$ cat src/rtl/my_pipe_adder.sv
// Pipelined WIDTH-bit adder/subtractor: the carry chain is split into STAGES registered
// chunks with a valid/ready handshake and full backpressure on both sides.
module my_pipe_adder #(
    parameter int unsigned WIDTH  = 8,
    parameter int unsigned STAGES = 2
) (
    input  logic             clk,
    input  logic             reset_p,
    input  logic             in_valid,
    output logic             in_ready,
    input  logic [WIDTH-1:0] A,
    input  logic [WIDTH-1:0] B,
    input  logic             Ci,
    input  logic             Sub,
    output logic             out_valid,
    input  logic             out_ready,
    output logic [WIDTH-1:0] S,
    output logic             Co,
    output logic             V
);

    localparam int unsigned CW = (STAGES == 0) ? WIDTH : WIDTH / STAGES;

    if (STAGES == 0 || (WIDTH % STAGES) != 0) begin : g_param_check
        $error("my_pipe_adder: WIDTH must be a non-zero multiple of STAGES");
    end

    logic adv;
    logic last_valid;

    // One global enable: the whole pipe moves or the whole pipe holds.
    assign adv      = ~last_valid | out_ready;
    assign in_ready = adv;

    for (genvar k = 0; k < STAGES; k++) begin : g_stage
        localparam int unsigned LO = k * CW;

        // Operand bits not yet added (from chunk LO upward) and result bits already produced.
        logic [WIDTH-1:LO]   a_i;
        logic [WIDTH-1:LO]   b_i;
        logic                c_i;
        logic                vld_i;
        logic [LO+CW-1:0]    s_n;
        logic [CW:0]         sum;
        logic                vld_q;
        logic                c_q;
        logic [LO+CW-1:0]    s_q;

        if (k == 0) begin : g_in
            assign a_i   = A;
            assign b_i   = Sub ? ~B : B;
            assign c_i   = Sub | Ci;
            assign vld_i = in_valid;
            assign s_n   = sum[CW-1:0];
        end else begin : g_in
            assign a_i   = g_stage[k-1].g_skew.a_q;
            assign b_i   = g_stage[k-1].g_skew.b_q;
            assign c_i   = g_stage[k-1].c_q;
            assign vld_i = g_stage[k-1].vld_q;
            assign s_n   = {sum[CW-1:0], g_stage[k-1].s_q};
        end

        assign sum = {1'b0, a_i[LO +: CW]} + {1'b0, b_i[LO +: CW]} + {{CW{1'b0}}, c_i};

        // Data registers load only with a valid operation so idle X never reaches S.
        always_ff @(posedge clk) begin
            if (reset_p) begin
                vld_q <= 1'b0;
                c_q   <= 1'b0;
                s_q   <= '0;
            end else if (adv) begin
                vld_q <= vld_i;
                if (vld_i) begin
                    c_q <= sum[CW];
                    s_q <= s_n;
                end
            end
        end

        if (k < STAGES - 1) begin : g_skew
            logic [WIDTH-1:LO+CW] a_q;
            logic [WIDTH-1:LO+CW] b_q;

            always_ff @(posedge clk) begin
                if (reset_p) begin
                    a_q <= '0;
                    b_q <= '0;
                end else if (adv && vld_i) begin
                    a_q <= a_i[WIDTH-1:LO+CW];
                    b_q <= b_i[WIDTH-1:LO+CW];
                end
            end
        end else begin : g_last
            logic v_q;

            // Carry into the MSB is recovered as sum ^ a ^ b at bit WIDTH-1.
            always_ff @(posedge clk) begin
                if (reset_p) begin
                    v_q <= 1'b0;
                end else if (adv && vld_i) begin
                    v_q <= sum[CW] ^ sum[CW-1] ^ a_i[WIDTH-1] ^ b_i[WIDTH-1];
                end
            end
        end
    end

    assign last_valid = g_stage[STAGES-1].vld_q;
    assign out_valid  = last_valid;
    assign S          = g_stage[STAGES-1].s_q;
    assign Co         = g_stage[STAGES-1].c_q;
    assign V          = g_stage[STAGES-1].g_last.v_q;

endmodule
$ cat config.mk
export PLATFORM = sky130hd
export DESIGN_NAME = my_pipe_adder
export DESIGN_NICKNAME = d
export VERILOG_FILES = /design/src/rtl/my_pipe_adder.sv
export SDC_FILE = /design/constraint.sdc
export NUM_CORES = 1
export LEC_CHECK = 0
export ABC_AREA = 1
export BUFFER_PORTS_ARGS = -buffer_cell sky130_fd_sc_hd__buf_4
export CELL_PAD_IN_SITES_DETAIL_PLACEMENT = 1
export CELL_PAD_IN_SITES_GLOBAL_PLACEMENT = 2
export CORE_ASPECT_RATIO = 0.75
export CORE_MARGIN = 3
export CORE_UTILIZATION = 32
export DETAILED_ROUTE_END_ITERATION = 6
export GPL_TIMING_DRIVEN = 0
export MAX_ROUTING_LAYER = met4
export PLACE_DENSITY_LB_ADDON = 0.25
export SLEW_MARGIN = 10
export SYNTH_ARGS = -nofsm -noshare
export SYNTH_HDL_FRONTEND = slang
export SYNTH_SLANG_ARGS = --single-unit
$ cat constraint.sdc
create_clock -name clk -period 4.2 [get_ports clk]
set_input_delay 0.42 -clock clk [delete_from_list [all_inputs] [get_ports clk]]
set_output_delay 0.42 -clock clk [all_outputs]
set_load 0.02 [all_outputs]
# [Word-level counts from Yosys, hierarchy flattened]
# Index checks and enable logic that the tools add are counted.
# Widths: inputs -> output; s select.
[totals] input_bits=22 regBits=25 word_cells=25 out_inout_bits=12
[op_classes] n_mux=1 n_reduce_logical=4 n_bitwise=7 add_sub_neg=4
[ops] operator="$add 4x4->5" n=2
[ops] operator="$add 5x1->5" n=2
[ops] operator="$mux 8" n=1
[ops] operator="$not 8->8" n=1
[ops] operator="$reduce_and 2->1" n=2
[ops] operator="$xor 1x1->1" n=3
[ops] operator="$logic_and 1x1->1" n=2
[ops] operator="$or 1x1->1" n=2
[ops] operator="$not 1->1" n=1

# [Longest topological paths before layout]
# Gate-level depths: netlist of run 1.
[depth] depth_word=5 ltp_mapped=11 ltp_nobuf=11

# [Worst setup path after synthesis of run 1]
# Ideal clock, no wire load.
[synth_timing] kind="input -> register" from="input port Sub" to="register g_stage[0].c_q" path_slack_ns=2.093 required_time_ns=4.086 path_stages=8 setup_ns=0.114 n_path_buf=1 arrival_ns=1.994 path_cell_list="buf_2 > or2_2 > fa_1 > fa_1 > nand3_1 > a21oi_2 > a21oi_1 > nor2_1"
[synth_between] elab_chain_len=3 elab_cells_between_ends=4 cone_classes="2 x add/sub; 1 x mux; 1 x bitwise"
[synth_lines] item="start: declaration" line="14" rtl="input logic Sub,"
[synth_lines] item="$mux 8" line="51" rtl="assign b_i = Sub ? ~B : B;"
[synth_lines] item="$add 4x4->5" line="63" rtl="assign sum = {1'b0, a_i[LO +: CW]} + {1'b0, b_i[LO +: CW]} + {{CW{1'b0}}, c_i};"
[synth_lines] item="$add 5x1->5 *" line="63"
[synth_lines] item="end signal: assignment" line="74" rtl="c_q <= sum[CW];"
[synth_lines] item="end: declaration" line="46" rtl="logic c_q;"
# Every way passes the cells marked *; elsewhere a longest branch is shown, timed or not.
# A chain may end at the register's enable or synchronous reset.

# [Worst setup path in the final report of run 1]
[layout_timing] from="register g_stage[0].c_q" to="register g_stage[1].g_last.v_q, in the netlist V"
[layout_between] elab_chain_len=4
[layout_lines] item="$add 5x1->5" line="63"
[layout_lines] item="$xor 1x1->1 (3 in series)" line="101" rtl="v_q <= sum[CW] ^ sum[CW-1] ^ a_i[WIDTH-1] ^ b_i[WIDTH-1];"
[layout_lines] item="end signal: assignment" line="101"
[layout_lines] item="end: declaration" line="94" rtl="logic v_q;"
# Every way passes these cells.

==> results of run 1 <==
per-layer routing:
metal  global-route usage  vias up  part of all wire
li1                     -      577                 -
met1                0.181      501              0.50
met2                0.239       30              0.44
met3               0.0409        4             0.055
met4               0.0241        0            0.0080
met5                    -        -                 0
worst register-to-register path: cells and delay by family, from the launching register on:
family	cells	cell delay, ns
AND/OR/NAND/NOR	7	0.63
buffers and inverters	1	0.07
adder cells (fa/ha/maj)	2	0.89
flip-flops	1	0.34
registers in the layout, indices dropped and copies added (netlist names), 4 cells and up:
signal / count
g_stage.g_skew.b_q: 4
S: 8
g_stage.s_q: 4
g_stage.g_skew.a_q: 4
cell families after synthesis:
group                    share of synthesized area
AO/OA/AOI/OAI                                0.181
flip-flops                                   0.381
adder cells (fa/ha/maj)                      0.118
XOR/XNOR                                    0.0667
AND/OR/NAND/NOR                              0.150
buffers and inverters                        0.104
cell usage in the layout, fill, tap and decap left out:
cell / count
a21o_1: 1
a21oi_1: 19
a21oi_2: 2
a31oi_1: 1
buf_12: 1
buf_2: 3
buf_4: 32
buf_6: 2
clkbuf_1: 1
clkbuf_8: 3
dfxtp_1: 25
fa_1: 4
ha_1: 6
inv_1: 17
inv_4: 1
inv_6: 1
nand2_1: 13
nand2_2: 1
nand2_4: 1
nand3_1: 6
nand3b_1: 1
nor2_1: 17
nor2_4: 2
o211ai_1: 1
o21ai_0: 11
o21ai_1: 8
o21ai_2: 1
or2_2: 1
xnor2_1: 2
xor2_1: 8
synth_stat cells:
cell type / count
or2_2: 1
fa_1: 4
inv_4: 1
ha_1: 6
nor2_1: 17
buf_6: 2
o211ai_1: 1
xor2_1: 8
inv_6: 1
a21oi_1: 19
nor2_4: 2
buf_12: 1
nand2_2: 1
a21o_1: 1
dfxtp_1: 25
a21oi_2: 2
nand2_4: 1
buf_2: 3
nand3_1: 6
a31oi_1: 1
xnor2_1: 2
o21ai_1: 8
nand3b_1: 1
o21ai_2: 1
inv_1: 17
o21ai_0: 11
nand2_1: 13
per-stage QoR:
| stage | instance area (um^2) | worst slack, ns | total power (W) | cells | hold slack, ns |
|---|---|---|---|---|---|
| floorplan | 1310 | 2.09 | 0.000370 | 156 | 0.429 |
| global placement | 1620 | 2.02 | 0.000422 | 240 | 0.452 |
| detailed placement | 1620 | 1.99 | 0.000427 | 240 | 0.458 |
| CTS | 1660 | 2.15 | 0.000570 | 244 | 0.361 |
| global route | 1660 | 1.97 | 0.000601 | 244 | 0.360 |
| finish | 1660 | 2.17 | 0.000560 | 244 | 0.368 |
report_power, final:
group	internal [W]	switching (W)	total (W)
registers	0.000257	0.0000103	0.000268
clock network	0.0000677	0.0000726	0.000140
logic	0.0000683	0.0000840	0.000152
final cells by class:
type / count / area (um^2)
timing repair buffer: 32 / 240
inverter: 19 / 78.8
clock buffer: 4 / 45.0
multi-input combinational: 106 / 677
sequential: 25 / 500
fill: 472 / 2140
tap: 52 / 65.1
buffer: 6 / 57.6
worst max path at each step:
stage / startpoint / endpoint / slack (ns) / depth (start not counted)
after floorplan: Sub / g_stage[0].c_q / 2.09 / 8
after global placement: Sub / g_stage[0].s_q[2] / 2.02 / 6
after detailed placement: Sub / g_stage[0].c_q / 1.99 / 8
after CTS: g_stage[0].c_q / V / 2.15 / 10
after global routing: g_stage[0].c_q / V / 1.97 / 10
final: g_stage[0].c_q / V / 2.17 / 10
==> run summary, run 1 <==
Yosys warnings = 0
post-detailed-route count of antenna-violating nets = 0
Fin Setup TNS = 0 ns
first-pass GRT wire length = 5320 um
setup bufs post-CTS = 0
Starting Density = 0.345
Worst R2R End = V
fin crit period = 2.03 ns
critical path's largest stage delay = 0.46 ns
drt initial violations = 26
clk buf depth = 2
Lkg Pwr = 0.781 nW
largest net degree at the start of global routing = 14
Max Cap Viol = 0
Hold Crit Class = in2reg
setup repair after global routing missed its margin = false
GP Congestion = 0.788
clk sinks = 25
Max Freq = 492 MHz
vias in the first global route = 1174
Rows = 19
CP required = 4.37 ns
Final Hold Viols = 0
total CTS buffers = 3
CP max-delay cell = fa_1
Antenna Cells = 0
Die X = 80.0 um
Clk Latency, worst-skew pair = 0.26 ns
core outline area = 3800 um^2
Vias = 1112
worst vdd ir = 166 uV
worst r2r src = g_stage[0].c_q
Detail Placement HPWL = 2580 um
Clock Skew = 0.00153 ns
crit end category = register
Final Setup Violations = 0
Syn Inst Count = 156
max-slew violations = 0
status = complete, no violations
WS Path Type = reg2reg
Slew HR = 0.825
vias per cell = 4.56
die span in y = 61.5 um
Detailed Routing Iterations Pass 1 = 3
Hold Path Depth = 2
share of the clock period used by the worst path = 0.484
register area share after synthesis = 0.381
worst slew pin tran = 0.262 ns
post-synth top area cell = dfxtp_1
hold buffers post-CTS = 0
antenna violations before repair = 0
crit-path max FO = 3
drt total wl = 3120 um
power per standard cell area = 337 nW/um^2
CTS root buf = clkbuf_8
Nets = 225
Synth Register Bits = 25
register-to-register setup slack = 2.17 ns
clock transition at the registers of the reported paths = 0.08 ns
GR Overflow Total = 0
Mapped Area = 1310 um^2
share of cells above drive strength 1 = 0.266
H-tree depth = 1
CTS tree = built
post-synthesis average cell area = 8.42 um^2
drt wl/cell = 12.8 um
area share of the largest cell type after synthesis = 0.381
Synth area leaders = dfxtp_1 (38%), a21oi_1 (7.2%), fa_1 (6.1%)
Critical Path AT = 2.20 ns
post-cts sizing count = 0
startpoint types = register
hold path startpoint = reset_p
Worst Reg-to-Reg Cells = 10
Total GRT Usage = 0.145
Layout area overhead = 26.7%
DRC = 0
overall die area = 4920 um^2
crit-path cells = inv_1 -> fa_1 -> fa_1 -> nand3b_1 -> nand3_1 -> nand2_2 -> nand3_1 -> nand2_1 -> nor2_1 -> nor2_1
Yosys cell types = 27
Top Ports = 34
Hold EP = g_stage[0].vld_q
Syn Nets = 188
sum of buffers and inverters on the critical path = 1
post-layout util = 0.438
crit-path leading delay family = adder cells
Port-buffer cells = 32
(Power assumes the default switching activity.)
==> run 2, diff against run 1 <==
--- a/config.mk
+++ b/config.mk
@@ -5,13 +5,13 @@
 export SDC_FILE = /design/constraint.sdc
 export NUM_CORES = 1
 export LEC_CHECK = 0
-export ABC_AREA = 1
+export ABC_AREA = 0
 export BUFFER_PORTS_ARGS = -buffer_cell sky130_fd_sc_hd__buf_4
 export CELL_PAD_IN_SITES_DETAIL_PLACEMENT = 1
 export CELL_PAD_IN_SITES_GLOBAL_PLACEMENT = 2
 export CORE_ASPECT_RATIO = 0.75
 export CORE_MARGIN = 3
-export CORE_UTILIZATION = 32
+export CORE_UTILIZATION = 27
 export DETAILED_ROUTE_END_ITERATION = 6
 export GPL_TIMING_DRIVEN = 0
 export MAX_ROUTING_LAYER = met4
==> constraint.sdc (replaced) <==
create_clock -name clk -period 1.7 [get_ports clk]
set_input_delay 0.17 -clock clk [delete_from_list [all_inputs] [get_ports clk]]
set_output_delay 0.17 -clock clk [all_outputs]
set_load 0.02 [all_outputs]
==> run 2 against run 1 <==
The flow now finishes with violations (negative setup slack). Maximum frequency grew 5.9%. Hold slack lost 0.24 ns. Global-route usage shrank 2.0 points. Die area grew 12%. Final area grew 3.0%. Critical path depth shrank 2. Via count shrank 3.9%. Sequential share of layout area shrank 0.73 points. Area after synthesis shrank 4.9%. Utilization shrank 3.5 points. Sequential power grew 140%. Critical path type unchanged. Highest routed layer unchanged.
==> run summary, run 2 <==
Die X = 84.6 um (+5.7%)
top_reg_cell synth = dfxtp_1
drt wl/cell = 13.3 um (+4.0%)
Final Hold Viols = 0 (unchanged)
fin crit period = 1.92 ns (-0.114 ns)
total CTS buffers = 3 (unchanged)
fill cell count = 506 (+7.2%)
largest net degree at the start of global routing = 16 (+2)
Int Pwr = 0.000977 W (+150%)
pre-CTS setup slack = -0.291 ns (-2.28 ns)
Total GRT Usage = 0.124 (-0.0205)
Mapped Area = 1250 um^2 (-4.9%)
crit-path leading delay family = adder cells
max-slew violations = 0 (unchanged)
setup repair after global routing missed its margin = true
power per standard cell area = 811 nW/um^2 (+140%)
most common cell after layout, fill and taps aside = buf_4
Port-buffer cells = 31 (-3.1%)
WS Path Type = reg2reg
sum of buffers and inverters on the critical path = 1 (unchanged)
number of flip-flops under the largest register name = 8 (unchanged)
drt total wl = 3150 um (+1.0%)
Max Freq = 521 MHz (+5.9%)
clock transition at the registers of the reported paths = 0.09 ns (about the same)
first-pass GRT wire length = 5400 um (+1.6%)
worst r2r src = g_stage[0].c_q
Tot Pwr = 0.00139 W (+150%)
Flop pwr share = 0.471 (-0.007)
CP required = 1.90 ns (-2.47 ns)
Syn Nets = 174 (-7.4%)
clk sinks = 25 (unchanged)
GP Congestion = 0.691 (-12%)
Synth Register Bits = 25 (unchanged)
worst setup path start = g_stage[0].c_q
core outline area = 4250 um^2 (+12%)
antenna violations before repair = 0 (unchanged)
hold path startpoint = A[4]
hold buffers post-CTS = 0 (unchanged)
final instance area = 1710 um^2 (+3.0%)
Lkg Pwr = 0.711 nW (-8.9%)
most used cell, CP = fa_2
post-synth top area cell = dfxtp_1
async set-or-reset flop fraction in the synthesized netlist = 0 (unchanged)
worst slew pin tran = 0.586 ns (+0.324 ns)
Starting Density = 0.294 (-0.0516)
Clock Power Share = 0.265 (+0.015)
share of the clock period used by the worst path = 1.13 (+0.645)
vias in the first global route = 1167 (-0.60%)
Antenna Cells = 0 (unchanged)
clk buf depth = 2 (unchanged)
status = complete, but fails checks
overall die area = 5490 um^2 (+12%)
worst vdd ir = 420 uV (+150%)
startpoint types = register
drt initial violations = 15 (-42%)
CTS root buf = clkbuf_8
Hold Crit Class = in2reg
Top Ports = 34 (unchanged)
GR Overflow Total = 0 (unchanged)
crit end category = register
most frequent cells in the layout = buf_4 (35), nand2_1 (27), dfxtp_1 (23)
Slew HR = 0.609 (-0.215)
critical path's largest stage delay = 0.40 ns (-0.06 ns)
Yosys warnings = 0 (unchanged)
Clock Skew = 0.00298 ns (+0.00145 ns)
Detailed Routing Iterations Pass 1 = 4 (+1)
Vias = 1069 (-3.9%)
Final Setup Violations = 3 (+3)
crit-path max FO = 2 (-1)
CP max-delay cell = fa_2
failing checks = negative setup slack
synth cell count leaders = nand2_1 (27), dfxtp_1 (25), a21oi_1 (17), nor2_1 (11), a211oi_1 (9)
DP Area = 1600 um^2 (-1.5%)
register area share after synthesis = 0.400 (+0.0194)
Rows = 20 (+1)
crit-path cells = inv_2 -> fa_2 -> fa_2 -> nand2b_4 -> a21oi_4 -> xnor2_2 -> xnor2_1 -> o31ai_2
Fin Setup TNS = -0.446 ns (-0.446 ns)
DRC = 0 (unchanged)
sw frac = 0.298 (-0.000437)
Synth area leaders = dfxtp_1 (40%), nand2_1 (8.1%), a21oi_1 (6.8%)
vias per cell = 4.51 (-1.0%)
Switch Pwr = 0.000414 W (+150%)
Final WS setup = -0.220 ns (-2.39 ns)
Critical Path AT = 2.12 ns (-0.08 ns)
Nets = 215 (-4.4%)
Max Cap Viol = 0 (unchanged)
Layout area overhead = 37.1%
area share of the largest cell type after synthesis = 0.400 (+0.0194)
Detail Placement HPWL = 2430 um (-5.5%)
H-tree depth = 1 (unchanged)
Clk Latency, worst-skew pair = 0.27 ns (about the same)
count leader, synth = nand2_1
die span in y = 64.9 um (+5.6%)
post-detailed-route count of antenna-violating nets = 0 (unchanged)
combinational power share = 0.265 (-0.007)
share of cells above drive strength 1 = 0.346 (+0.0805)
CTS tree = built
Post-synth EDFFs = 0 (unchanged)
post-synthesis average cell area = 8.80 um^2 (+4.5%)
Yosys cell types = 23 (-15%)
Syn Inst Count = 142 (-9.0%)
run 2: cell type report:
class / instances / area (um^2) / share of cell area
multi-input cells: 103 / 746 / 0.435
clock inverters: 1 / 7.51 / 0.00438
plain buffers: 8 / 51.3 / 0.0299
repair buffers: 36 / 274 / 0.160
clock buffers: 3 / 41.3 / 0.0241
flip-flops and latches: 25 / 503 / 0.293
well taps: 55 / 68.8 / 0.0401
inverters: 6 / 22.5 / 0.0131
run 2: tightest hold or removal path: stages:
cell	delay, ns
buf_4	0.11
nand2_1	0.04
a21oi_1	0.05
run 2: power groups by stage:
| stage | registers (W) | logic (W) | clock network, W |
|---|---|---|---|
| after floorplan | 0.000681 | 0.000219 | 0 |
| after global placement | 0.000665 | 0.000344 | 0 |
| after detailed placement | 0.000668 | 0.000351 | 0 |
| after CTS | 0.000656 | 0.000363 | 0.000375 |
| after global routing | 0.000662 | 0.000411 | 0.000399 |
| final | 0.000655 | 0.000368 | 0.000368 |
run 2: kinds of logic (layout without fill, tap and decap cells):
kind of cell	count (synthesis)	count (layout)	synth area share
adders and majority gates	10	10	0.124
xor gates and xnor gates	14	14	0.0981
DFF	25	25	0.400
buffers and inverters	14	54	0.0470
AOI/OAI and AO/OA	30	30	0.156
and+or+nand+nor	49	49	0.174
run 2: timing repair:
item                       4_1_cts  5_1_grt
resized for setup                6        3
buffers inserted                 2        3
setup endpoints to repair        2        3
pin swaps                        4        1
run 2: layer usage:
metal | wire (um) | part of all wire | GRT usage | vias to the layer above
met5 | 0 | 0 | - | -
met4 | 13 | 0.0041 | 0.0178 | 0
met3 | 129 | 0.041 | 0.0318 | 2
met2 | 1500 | 0.48 | 0.204 | 19
met1 | 1510 | 0.48 | 0.159 | 503
li1 | - | - | - | 545
run 2: worst paths after layout:
check	depth (start not counted)	to	slack (ns)
hold reg to reg	2	S[1]	0.46
setup / recovery	8	V	-0.22
hold / removal	3	g_stage[0].g_skew.a_q[4]	0.13
setup reg to reg	8	V	-0.22
run 2: per-stage QoR:
stage / hold slack [ns] / instances / utilization
floorplan: 0.306 / 142 / -
global placement: 0.419 / 228 / 0.375
detailed placement: 0.430 / 228 / 0.375
CTS: 0.132 / 234 / 0.395
global route: 0.153 / 237 / 0.403
finish: 0.128 / 237 / 0.403
